===== config.mk =====
export PLATFORM = sky130hd
export DESIGN_NAME = axi2umi_arb
export DESIGN_NICKNAME = d
export VERILOG_FILES = /design/src/rtl/axi2umi_pkg.sv /design/src/rtl/axi2umi_outcnt.sv /design/src/rtl/axi2umi_arb.sv
export SDC_FILE = /design/constraint.sdc
export NUM_CORES = 1
export LEC_CHECK = 0
export ABC_AREA = 1
export ABC_CLOCK_PERIOD_IN_PS = 2100
export BUFFER_PORTS_ARGS = -buffer_cell sky130_fd_sc_hd__buf_2
export CORE_AREA = 10 10 676 678
export CTS_CLUSTER_DIAMETER = 50
export DETAILED_ROUTE_END_ITERATION = 7
export DIE_AREA = 0 0 686 688
export PLACE_DENSITY = 0.3
export RECOVER_POWER = 100
export SKIP_CTS_REPAIR_TIMING = 1
export SLEW_MARGIN = 20
export SYNTH_ARGS = -nofsm -noshare
export SYNTH_HDL_FRONTEND = slang
export SYNTH_SLANG_ARGS = --single-unit

===== constraint.sdc =====
create_clock -name clk -period 2.1 [get_ports clk]
set_clock_uncertainty 0.05 [all_clocks]
set_input_delay 0.315 -clock clk [delete_from_list [all_inputs] [get_ports clk]]
set_output_delay 0.315 -clock clk [all_outputs]
set_load 0.03 [all_outputs]

===== src/rtl/axi2umi_pkg.sv =====
// ----------------------------------------------------------------------------
// axi2umi_pkg
// Constants and types shared by the axi2umi request/response arbiter.
//   - UMI response opcodes (same values as umi_messages.vh)
//   - Bit position of EOM inside a UMI command word
//   - Arbiter FSM state encoding
//   - resp_route(): maps a response opcode to its destination converter
// ----------------------------------------------------------------------------
package axi2umi_pkg;

    localparam logic [4:0] UMI_RESP_READ  = 5'h02;
    localparam logic [4:0] UMI_RESP_WRITE = 5'h04;
    localparam int         UMI_EOM_BIT    = 22;

    typedef enum logic [1:0] {
        IDLE    = 2'd0,
        LOCK_RD = 2'd1,
        LOCK_WR = 2'd2
    } arb_state_e;

    // Bit 0 selects the read converter, bit 1 the write converter.
    // 2'b00 means the opcode has no owner and the beat is dropped.
    function automatic logic [1:0] resp_route(input logic [4:0] opcode);
        logic [1:0] route;
        case (opcode)
            UMI_RESP_READ:  route = 2'b01;
            UMI_RESP_WRITE: route = 2'b10;
            default:        route = 2'b00;
        endcase
        return route;
    endfunction

endpackage


===== src/rtl/axi2umi_outcnt.sv =====
// ----------------------------------------------------------------------------
// axi2umi_outcnt
// Up/down outstanding-transaction counter with limit compare.
// Saturates at 0 on decrement and at MAXOUT on increment.
// Ports:
//   clk, reset    clock, synchronous active-high reset
//   inc, dec      one-cycle increment / decrement strobes
//   count         current count
//   below_limit   count < MAXOUT (requester may start a new transaction)
//   underflow     decrement requested while count is already 0
// ----------------------------------------------------------------------------
module axi2umi_outcnt #(
    parameter int MAXOUT = 4,
    parameter int OCW    = $clog2(MAXOUT + 1)
) (
    input  logic           clk,
    input  logic           reset,
    input  logic           inc,
    input  logic           dec,
    output logic [OCW-1:0] count,
    output logic           below_limit,
    output logic           underflow
);

    localparam logic [OCW-1:0] LIMIT = OCW'(MAXOUT);
    localparam logic [OCW-1:0] ZERO  = {OCW{1'b0}};
    localparam logic [OCW-1:0] ONE   = OCW'(1);

    logic [OCW-1:0] count_q;
    logic [OCW-1:0] count_d;

    // Next count: simultaneous inc and dec cancel out.
    always_comb begin
        count_d = count_q;
        if (inc && !dec) begin
            if (count_q != LIMIT) begin
                count_d = count_q + ONE;
            end else begin
                count_d = count_q;
            end
        end else if (dec && !inc) begin
            if (count_q != ZERO) begin
                count_d = count_q - ONE;
            end else begin
                count_d = ZERO;
            end
        end else begin
            count_d = count_q;
        end
    end

    // Count register.
    always_ff @(posedge clk) begin
        if (reset) begin
            count_q <= ZERO;
        end else begin
            count_q <= count_d;
        end
    end

    assign count       = count_q;
    assign below_limit = (count_q < LIMIT);
    assign underflow   = dec & ~inc & (count_q == ZERO);

endmodule


===== src/rtl/axi2umi_arb.sv =====
// ----------------------------------------------------------------------------
// axi2umi_arb
// Shares one UMI host port between the AXI read and write converters.
// Requests are arbitrated round-robin per packet; the grant is held until
// the EOM beat. Responses are steered back by opcode.
//
// Optional feature macro: AXI2UMI_ARB_OUTSTANDING_EN
//   defined   - per-requester outstanding counters, MAXOUT limit enforced,
//               responses arriving with a zero count set err_drop
//   undefined - no counters, outstanding outputs tied to 0
//
// Ports:
//   clk, reset                 clock, synchronous active-high reset
//   rd_req_*  / wr_req_*       request packets from read / write converters
//   rd_resp_* / wr_resp_*      response packets to read / write converters
//   uhost_req_*                merged request packet to the UMI host
//   uhost_resp_*               shared response packet from the UMI host
//   rd_outstanding/wr_outstanding  outstanding transaction counts
//   err_drop                   sticky: a response beat was dropped/spurious
// ----------------------------------------------------------------------------
module axi2umi_arb
    import axi2umi_pkg::*;
#(
    parameter int CW     = 32,
    parameter int AW     = 64,
    parameter int DW     = 128,
    parameter int MAXOUT = 4,
    parameter int OCW    = $clog2(MAXOUT + 1)
) (
    input  logic           clk,
    input  logic           reset,
    input  logic           rd_req_valid,
    output logic           rd_req_ready,
    input  logic [CW-1:0]  rd_req_cmd,
    input  logic [AW-1:0]  rd_req_dstaddr,
    input  logic [AW-1:0]  rd_req_srcaddr,
    input  logic [DW-1:0]  rd_req_data,
    output logic           rd_resp_valid,
    input  logic           rd_resp_ready,
    output logic [CW-1:0]  rd_resp_cmd,
    output logic [AW-1:0]  rd_resp_dstaddr,
    output logic [AW-1:0]  rd_resp_srcaddr,
    output logic [DW-1:0]  rd_resp_data,
    input  logic           wr_req_valid,
    output logic           wr_req_ready,
    input  logic [CW-1:0]  wr_req_cmd,
    input  logic [AW-1:0]  wr_req_dstaddr,
    input  logic [AW-1:0]  wr_req_srcaddr,
    input  logic [DW-1:0]  wr_req_data,
    output logic           wr_resp_valid,
    input  logic           wr_resp_ready,
    output logic [CW-1:0]  wr_resp_cmd,
    output logic [AW-1:0]  wr_resp_dstaddr,
    output logic [AW-1:0]  wr_resp_srcaddr,
    output logic [DW-1:0]  wr_resp_data,
    output logic           uhost_req_valid,
    input  logic           uhost_req_ready,
    output logic [CW-1:0]  uhost_req_cmd,
    output logic [AW-1:0]  uhost_req_dstaddr,
    output logic [AW-1:0]  uhost_req_srcaddr,
    output logic [DW-1:0]  uhost_req_data,
    input  logic           uhost_resp_valid,
    output logic           uhost_resp_ready,
    input  logic [CW-1:0]  uhost_resp_cmd,
    input  logic [AW-1:0]  uhost_resp_dstaddr,
    input  logic [AW-1:0]  uhost_resp_srcaddr,
    input  logic [DW-1:0]  uhost_resp_data,
    output logic [OCW-1:0] rd_outstanding,
    output logic [OCW-1:0] wr_outstanding,
    output logic           err_drop
);

    arb_state_e state_q;
    arb_state_e state_d;
    logic       ptr_q;          // 0: read wins a tie, 1: write wins a tie
    logic       ptr_d;
    logic       err_drop_q;
    logic       err_drop_d;

    logic       rd_elig_s;
    logic       wr_elig_s;
    logic       gnt_rd_s;
    logic       gnt_wr_s;
    logic       req_acc_s;
    logic       req_eom_s;
    logic [1:0] route_s;
    logic       resp_acc_s;
    logic       spurious_s;

`ifdef AXI2UMI_ARB_OUTSTANDING_EN
    logic rd_below_s;
    logic wr_below_s;
    logic rd_under_s;
    logic wr_under_s;
    logic rd_inc_s;
    logic wr_inc_s;
    logic rd_dec_s;
    logic wr_dec_s;

    // A transaction counts as issued on its request EOM and retired on its
    // response EOM.
    assign rd_inc_s = req_acc_s & req_eom_s & gnt_rd_s;
    assign wr_inc_s = req_acc_s & req_eom_s & gnt_wr_s;
    assign rd_dec_s = rd_resp_valid & rd_resp_ready & uhost_resp_cmd[UMI_EOM_BIT];
    assign wr_dec_s = wr_resp_valid & wr_resp_ready & uhost_resp_cmd[UMI_EOM_BIT];

    axi2umi_outcnt #(.MAXOUT(MAXOUT), .OCW(OCW)) u_rd_cnt (
        .clk         (clk),
        .reset       (reset),
        .inc         (rd_inc_s),
        .dec         (rd_dec_s),
        .count       (rd_outstanding),
        .below_limit (rd_below_s),
        .underflow   (rd_under_s)
    );

    axi2umi_outcnt #(.MAXOUT(MAXOUT), .OCW(OCW)) u_wr_cnt (
        .clk         (clk),
        .reset       (reset),
        .inc         (wr_inc_s),
        .dec         (wr_dec_s),
        .count       (wr_outstanding),
        .below_limit (wr_below_s),
        .underflow   (wr_under_s)
    );

    assign rd_elig_s  = rd_req_valid & rd_below_s;
    assign wr_elig_s  = wr_req_valid & wr_below_s;
    assign spurious_s = rd_under_s | wr_under_s;
`else
    assign rd_outstanding = {OCW{1'b0}};
    assign wr_outstanding = {OCW{1'b0}};
    assign rd_elig_s      = rd_req_valid;
    assign wr_elig_s      = wr_req_valid;
    assign spurious_s     = 1'b0;
`endif

    // State, round-robin pointer and sticky error registers.
    always_ff @(posedge clk) begin
        if (reset) begin
            state_q    <= IDLE;
            ptr_q      <= 1'b0;
            err_drop_q <= 1'b0;
        end else begin
            state_q    <= state_d;
            ptr_q      <= ptr_d;
            err_drop_q <= err_drop_d;
        end
    end

    // Next-state, pointer and error flag.
    always_comb begin
        state_d = state_q;
        case (state_q)
            IDLE: begin
                if (req_acc_s && !req_eom_s) begin
                    state_d = gnt_wr_s ? LOCK_WR : LOCK_RD;
                end else begin
                    state_d = IDLE;
                end
            end
            LOCK_RD, LOCK_WR: begin
                if (req_acc_s && req_eom_s) begin
                    state_d = IDLE;
                end else begin
                    state_d = state_q;
                end
            end
            default: state_d = IDLE;
        endcase

        // After a completed packet, the other side wins the next tie.
        if (req_acc_s && req_eom_s) begin
            ptr_d = gnt_rd_s;
        end else begin
            ptr_d = ptr_q;
        end

        err_drop_d = err_drop_q | (resp_acc_s & (route_s == 2'b00)) | spurious_s;
    end

    // Grant selection and request-side muxing. Valids never look at a ready.
    always_comb begin
        gnt_rd_s = 1'b0;
        gnt_wr_s = 1'b0;
        case (state_q)
            IDLE: begin
                if (rd_elig_s && wr_elig_s) begin
                    gnt_rd_s = ~ptr_q;
                    gnt_wr_s = ptr_q;
                end else begin
                    gnt_rd_s = rd_elig_s;
                    gnt_wr_s = wr_elig_s;
                end
            end
            LOCK_RD: gnt_rd_s = 1'b1;
            LOCK_WR: gnt_wr_s = 1'b1;
            default: begin
                gnt_rd_s = 1'b0;
                gnt_wr_s = 1'b0;
            end
        endcase

        uhost_req_valid = ~reset & ((gnt_rd_s & rd_req_valid) | (gnt_wr_s & wr_req_valid));
        rd_req_ready    = ~reset & gnt_rd_s & uhost_req_ready;
        wr_req_ready    = ~reset & gnt_wr_s & uhost_req_ready;

        if (gnt_wr_s) begin
            uhost_req_cmd     = wr_req_cmd;
            uhost_req_dstaddr = wr_req_dstaddr;
            uhost_req_srcaddr = wr_req_srcaddr;
            uhost_req_data    = wr_req_data;
        end else begin
            uhost_req_cmd     = rd_req_cmd;
            uhost_req_dstaddr = rd_req_dstaddr;
            uhost_req_srcaddr = rd_req_srcaddr;
            uhost_req_data    = rd_req_data;
        end
    end

    // Response steering by opcode; unowned opcodes are sunk immediately.
    always_comb begin
        route_s       = resp_route(uhost_resp_cmd[4:0]);
        rd_resp_valid = ~reset & uhost_resp_valid & route_s[0];
        wr_resp_valid = ~reset & uhost_resp_valid & route_s[1];
        case (route_s)
            2'b01:   uhost_resp_ready = ~reset & rd_resp_ready;
            2'b10:   uhost_resp_ready = ~reset & wr_resp_ready;
            default: uhost_resp_ready = ~reset;
        endcase
    end

    assign req_acc_s  = uhost_req_valid & uhost_req_ready;
    assign req_eom_s  = uhost_req_cmd[UMI_EOM_BIT];
    assign resp_acc_s = uhost_resp_valid & uhost_resp_ready;

    assign rd_resp_cmd     = uhost_resp_cmd;
    assign rd_resp_dstaddr = uhost_resp_dstaddr;
    assign rd_resp_srcaddr = uhost_resp_srcaddr;
    assign rd_resp_data    = uhost_resp_data;
    assign wr_resp_cmd     = uhost_resp_cmd;
    assign wr_resp_dstaddr = uhost_resp_dstaddr;
    assign wr_resp_srcaddr = uhost_resp_srcaddr;
    assign wr_resp_data    = uhost_resp_data;

    assign err_drop = err_drop_q;

endmodule


== After elaboration in Yosys (flattened, before gate mapping) ==
Index checks and enable logic that the tools add are counted.
Operators by class
  muxes and demuxes: 14
  bitwise operators: 19
  eq/ne operators: 7
  reduce and logical (&&, ||, !) cells: 7
Operator list (number)
  $mux W128: 1
  $mux W64: 2
  $mux W32: 1
  $and A1 B1 Y1: 15
  $pmux W2 S2: 2
  $mux W2: 3
  $pmux W1 S2: 3
  $eq A5 B2 Y1 const B: 1
  $eq A5 B3 Y1 const B: 1
  $eq A2 B1 Y1 const B: 2
  $eq A2 B2 Y1 const B: 2
  $logic_not A2 Y1: 2
  $logic_and A1 B1 Y1: 3
  $mux W1: 2
  $ne A2 B2 Y1 const B: 1
  $not A1 Y1: 2
  $or A1 B1 Y1: 2
  $reduce_or A2 Y1: 1
  $logic_not A1 Y1: 1
Word-level totals
  output and inout bits: 877
  input bits: 872
  bits in registers: 4

== Logic depth before layout (Yosys ltp) ==
  word-level depth: 10
  depth in mapped cells: 13
  gate-level depth less buffers: 13

== Least setup slack after synthesis ==
No wires, ideal clock.
  path kind: register to output
  start: reg state_q[0]
  end: out wr_req_ready
  arrival: 1.818 ns
  data required time: 1.735 ns
  path buffers: 1
  setup slack: -0.083 ns
  stages on the path, launching flop included: 10
  path through: dfxtp_1 -> inv_1 -> ha_1 -> nand2_1 -> nor2_1 -> nand2_2 -> nand2_2 -> inv_2 -> clkbuf_1 -> nor3_1
Between the ends
  longest elaborated chain between the ends: 4
RTL lines
  start: declaration: RTL line axi2umi_arb.sv:73  | arb_state_e state_q;
  start signal: assignment: RTL line axi2umi_arb.sv:145  | state_q <= state_d;
  $eq A2 B2 Y1 or $logic_not A2 Y1 (tied branches): RTL line axi2umi_arb.sv:186  | case (state_q)
  $pmux W1 S2 (*): RTL line axi2umi_arb.sv:186
  $and A1 B1 Y1 (*) (2 in series): RTL line axi2umi_arb.sv:206  | wr_req_ready = ~reset & gnt_wr_s & uhost_req_ready;
  end: declaration: RTL line axi2umi_arb.sv:45  | output logic wr_req_ready,
Every way passes the cells marked *; elsewhere a longest branch is shown, timed or not.

== Final worst setup path ==
  start: reg state_q[0]
  end: out uhost_req_srcaddr[34]
Between the ends
  longest elaborated chain between the ends: 3
RTL lines
  $eq A2 B2 Y1 or $logic_not A2 Y1 (tied branches): RTL line axi2umi_arb.sv:186
  $pmux W1 S2 (*): RTL line axi2umi_arb.sv:186
  $mux W64 (*): RTL line axi2umi_arb.sv:208  | if (gnt_wr_s) begin
  end: declaration: RTL line axi2umi_arb.sv:60  | output logic [AW-1:0] uhost_req_srcaddr,
Marks and branches as above.

==> metrics.txt <==
# TYPE chip_impl_metric gauge
chip_impl_metric{name="number_of_drc_violations_after_detailed_routing_iteration_0",unit=""} 1046
chip_impl_metric{name="ys_warn_count",unit=""} 0
chip_impl_info{name="setup.worst_path.class",value="flop to primary output"} 1
chip_impl_metric{name="netSwitchingPower",unit="W"} 0.0249
chip_impl_metric{name="total_routing_usage_reported_by_global_routing",unit=""} 0.133
chip_impl_metric{name="ys_seq_elements",unit=""} 4
chip_impl_metric{name="power_frac_comb",unit=""} 0.989
chip_impl_metric{name="r2r_slack",unit="ns"} -0.14
chip_impl_metric{name="first_global_vias",unit=""} 12400
chip_impl_metric{name="static-leakage-power",unit="nW"} 8.02
chip_impl_metric{name="final_nets",unit=""} 2840
chip_impl_metric{name="gp_routability_congestion",unit=""} 0.903
chip_impl_metric{name="antenna_violating_nets_post_route",unit=""} 0
chip_impl_metric{name="grt_max_degree",unit=""} 44
chip_impl_metric{name="max_slew_violations",unit=""} 0
chip_impl_metric{name="fillCellCount",unit=""} 53100
chip_impl_metric{name="switching_fraction_of_total_power",unit=""} 0.626
chip_impl_metric{name="totalWireLength",unit="um"} 340000
chip_impl_metric{name="detail_route.drc_violations",unit=""} 0
chip_impl_metric{name="timing.final.ws_setup",unit="ns"} -0.479
chip_impl_metric{name="achievable-frequency",unit="MHz"} 388
chip_impl_metric{name="overflow",unit=""} 0
chip_impl_metric{name="hold_viol",unit=""} 0
chip_impl_metric{name="route.detailed.vias_per_inst",unit=""} 1.78
chip_impl_metric{name="synth_to_final_area_change",unit="%"} 140
chip_impl_metric{name="core.rowCount",unit=""} 245
chip_impl_metric{name="routed_wirelength_normalized_by_instance_count",unit="um"} 42.4
chip_impl_metric{name="maximum_ir_drop_on_the_vdd_rail",unit="mV"} 0.772
chip_impl_metric{name="period_utilisation_layout",unit=""} 1.23
chip_impl_info{name="min_delay_worst_endpoint",value="ptr_q$_SDFFE_PP0P_"} 1
chip_impl_metric{name="postPlaceCellArea",unit="sq um"} 17800
chip_impl_metric{name="finalWorstPathRequiredPeriod",unit="ns"} 2.58
chip_impl_metric{name="grt_antenna_before_repair",unit=""} 338
chip_impl_info{name="critical_hold_path_startpoint",value="rd_req_valid"} 1
chip_impl_metric{name="post_synth.cell_area_avg",unit="sq um"} 5.38
chip_impl_metric{name="ctsHtreeMaxLevel",unit=""} 1
chip_impl_metric{name="clk_pin_slew",unit="ns"} 0.03
chip_impl_metric{name="place_hpwl",unit="um"} 322000
chip_impl_metric{name="synthCells",unit=""} 1584
chip_impl_metric{name="totalNegativeSetupSlack",unit="ns"} -117.19
chip_impl_info{name="worst_r2r_endpoint",value="state_q[0]$_SDFFE_PP0P_"} 1
chip_impl_metric{name="netlist-cell-type-count",unit=""} 21
chip_impl_info{name="worst_setup_path_start_kind",value="flop"} 1
chip_impl_metric{name="clock_sinks",unit=""} 4
chip_impl_metric{name="portion_of_total_power_attributed_to_the_clock_network",unit=""} 0.008
chip_impl_metric{name="cts-buffers-inserted",unit=""} 3
chip_impl_metric{name="grt_pass1_wl",unit="um"} 361000
chip_impl_metric{name="synth.cell_area",unit="sq um"} 8530
chip_impl_metric{name="min_delay_path_depth",unit=""} 5
chip_impl_metric{name="report.final.setup_viol",unit=""} 295
chip_impl_metric{name="cellInternalPower",unit="W"} 0.0149
chip_impl_metric{name="postLayoutCellArea",unit="sq um"} 20400
chip_impl_info{name="critical_path.endpoint_type",value="primary output"} 1
chip_impl_metric{name="power-per-cell-area",unit="nW/um^2"} 1950
chip_impl_metric{name="relSlewSlack",unit=""} 0.415
chip_impl_metric{name="cts.path.max_buffers",unit=""} 2
chip_impl_info{name="final_common_cell",value="nand2_1"} 1
chip_impl_metric{name="drive_gt1_frac",unit=""} 0.609
chip_impl_metric{name="critical_path.max_fanout",unit=""} 15
chip_impl_info{name="worst_r2r_start",value="state_q[0]$_SDFFE_PP0P_"} 1
chip_impl_metric{name="worst_ep_required_time",unit="ns"} 1.74
chip_impl_metric{name="seqPwrFrac",unit=""} 0.004
chip_impl_metric{name="seq_area_frac_synth",unit=""} 0.00939
chip_impl_metric{name="io_pins",unit=""} 1749
chip_impl_metric{name="worst-r2r-cell-count",unit=""} 16
chip_impl_metric{name="die-width",unit="um"} 686
chip_impl_metric{name="floorplan.die_area",unit="sq um"} 472000
chip_impl_info{name="layout_common_cells",value="710 x nand2_1, 705 x buf_2, 118 x buf_12"} 1
chip_impl_metric{name="critical_path_arrival",unit="ns"} 2.21
chip_impl_metric{name="io_buf_count",unit=""} 893
chip_impl_metric{name="firstDrtPassIters",unit=""} 5
chip_impl_metric{name="via_count_of_the_routed_design",unit=""} 14300
chip_impl_info{name="failed_checks",value="setup timing"} 1
chip_impl_metric{name="worst_skew_pair_later_pin_latency",unit="ns"} 0.23
chip_impl_info{name="clock-root-buffer",value="clkbuf_16"} 1
chip_impl_metric{name="die-height",unit="um"} 688
chip_impl_metric{name="worst_pin_slew",unit="ns"} 0.881
chip_impl_info{name="min_path_type",value="input port to flop"} 1
chip_impl_metric{name="drv.max_cap_violation_count",unit=""} 0
chip_impl_info{name="run_status",value="finished with violations"} 1
chip_impl_metric{name="fp.coreArea",unit="sq um"} 444000
chip_impl_info{name="clock_tree_from_tritoncts",value="done"} 1
chip_impl_metric{name="start_util",unit=""} 0.0192
chip_impl_info{name="rsz0062_at_grt",value="yes"} 1
flip-flops by register name, summed over array words and instances, names as in the netlist:
register  count
state_q       2
ptr_q         1
err_drop      1
kinds of logic after synthesis:
kind of cell | after synthesis | share of synthesized area
other | 1 | 0.000440
and+or+nand+nor | 903 | 0.401
DFF | 4 | 0.00939
adders and majority gates | 7 | 0.0103
buffers and inverters | 662 | 0.574
AOI/OAI and AO/OA | 7 | 0.00455
cells in the mapped netlist:
cell type,n,area [sq um]
a21oi_1,4,20.0
a31oi_1,1,6.26
buf_2,30,150
buf_4,585,4390
buf_6,24,270
clkbuf_1,6,22.5
conb_1,1,3.75
dfxtp_1,4,80.1
ha_1,7,87.6
inv_1,16,60.1
inv_2,1,3.75
nand2_1,878,3300
nand2_2,2,12.5
nand3_1,4,20.0
nand3_2,1,10.0
nand3b_1,1,7.51
nand4_1,2,12.5
nor2_1,10,37.5
nor3_1,5,25.0
o21a_1,1,7.51
o21ai_0,1,5.00
layer usage:
| layer | vias up | share of wire | global-route usage |
|---|---|---|---|
| li1 | 5021 | - | - |
| met1 | 5955 | 0.26 | 0.102 |
| met2 | 2464 | 0.42 | 0.204 |
| met3 | 644 | 0.28 | 0.180 |
| met4 | 206 | 0.020 | 0.0152 |
| met5 | - | 0.0062 | 0.0128 |
power groups by stage:
stage	Clock (W)	Sequential (W)	Combinational [W]
floorplan	0	0.000115	0.0169
CTS	0.000313	0.000119	0.0328
finish	0.000311	0.000140	0.0394
global placement	0	0.000124	0.0332
global route	0.000318	0.000143	0.0415
detailed placement	0	0.000120	0.0326
cell type report:
cell class,instances,area (sq um),share of cell area
clock buffer,3,75.1,0.00367
antenna,123,308,0.0151
sequential,4,85.1,0.00416
multi-input combinational,923,4360,0.213
inverter,17,97.6,0.00478
timing repair buffer,1012,8090,0.396
tap,5928,7420,0.363
stage by stage:
step           instances  total power, W  utilization  worst slack, ns  hold WS [ns]
5_1_grt             7952          0.0420       0.0457           -0.579         0.490
2_1_floorplan       1589          0.0170            -           0.0245         0.337
6_report            8010          0.0398       0.0461           -0.479         0.446
4_1_cts             7844          0.0332       0.0404           -0.931         0.464
3_5_place_dp        7841          0.0328       0.0402           -0.800         0.580
3_3_place_gp        7841          0.0333       0.0402           -0.802         0.580
worst max path at each step:
stage	from	end	slack [ns]
final	state_q[0]$_SDFFE_PP0P_	uhost_req_srcaddr[34]	-0.48
after global routing	state_q[0]$_SDFFE_PP0P_	uhost_req_dstaddr[22]	-0.58
after CTS	state_q[0]$_SDFFE_PP0P_	uhost_req_srcaddr[25]	-0.93
after detailed placement	uhost_resp_cmd[0]	uhost_resp_ready	-0.80
after global placement	state_q[0]$_SDFFE_PP0P_	uhost_req_dstaddr[48]	-0.80
after floorplan	uhost_resp_cmd[0]	uhost_resp_ready	0.02
critical path: stages (launching register included):
cell and delay [ns]:
dfxtp_4 0.35, inv_6 0.07, ha_4 0.14, nand2_4 0.05, nor2_4 0.12, nand2_4 0.08
nand2_8 0.18, clkinv_16 0.12, buf_16 0.18, buf_16 0.20, nand2_2 0.08, nand2_4 0.11
buf_12 0.17
No activity file was read; power rests on OpenSTA's default activity.
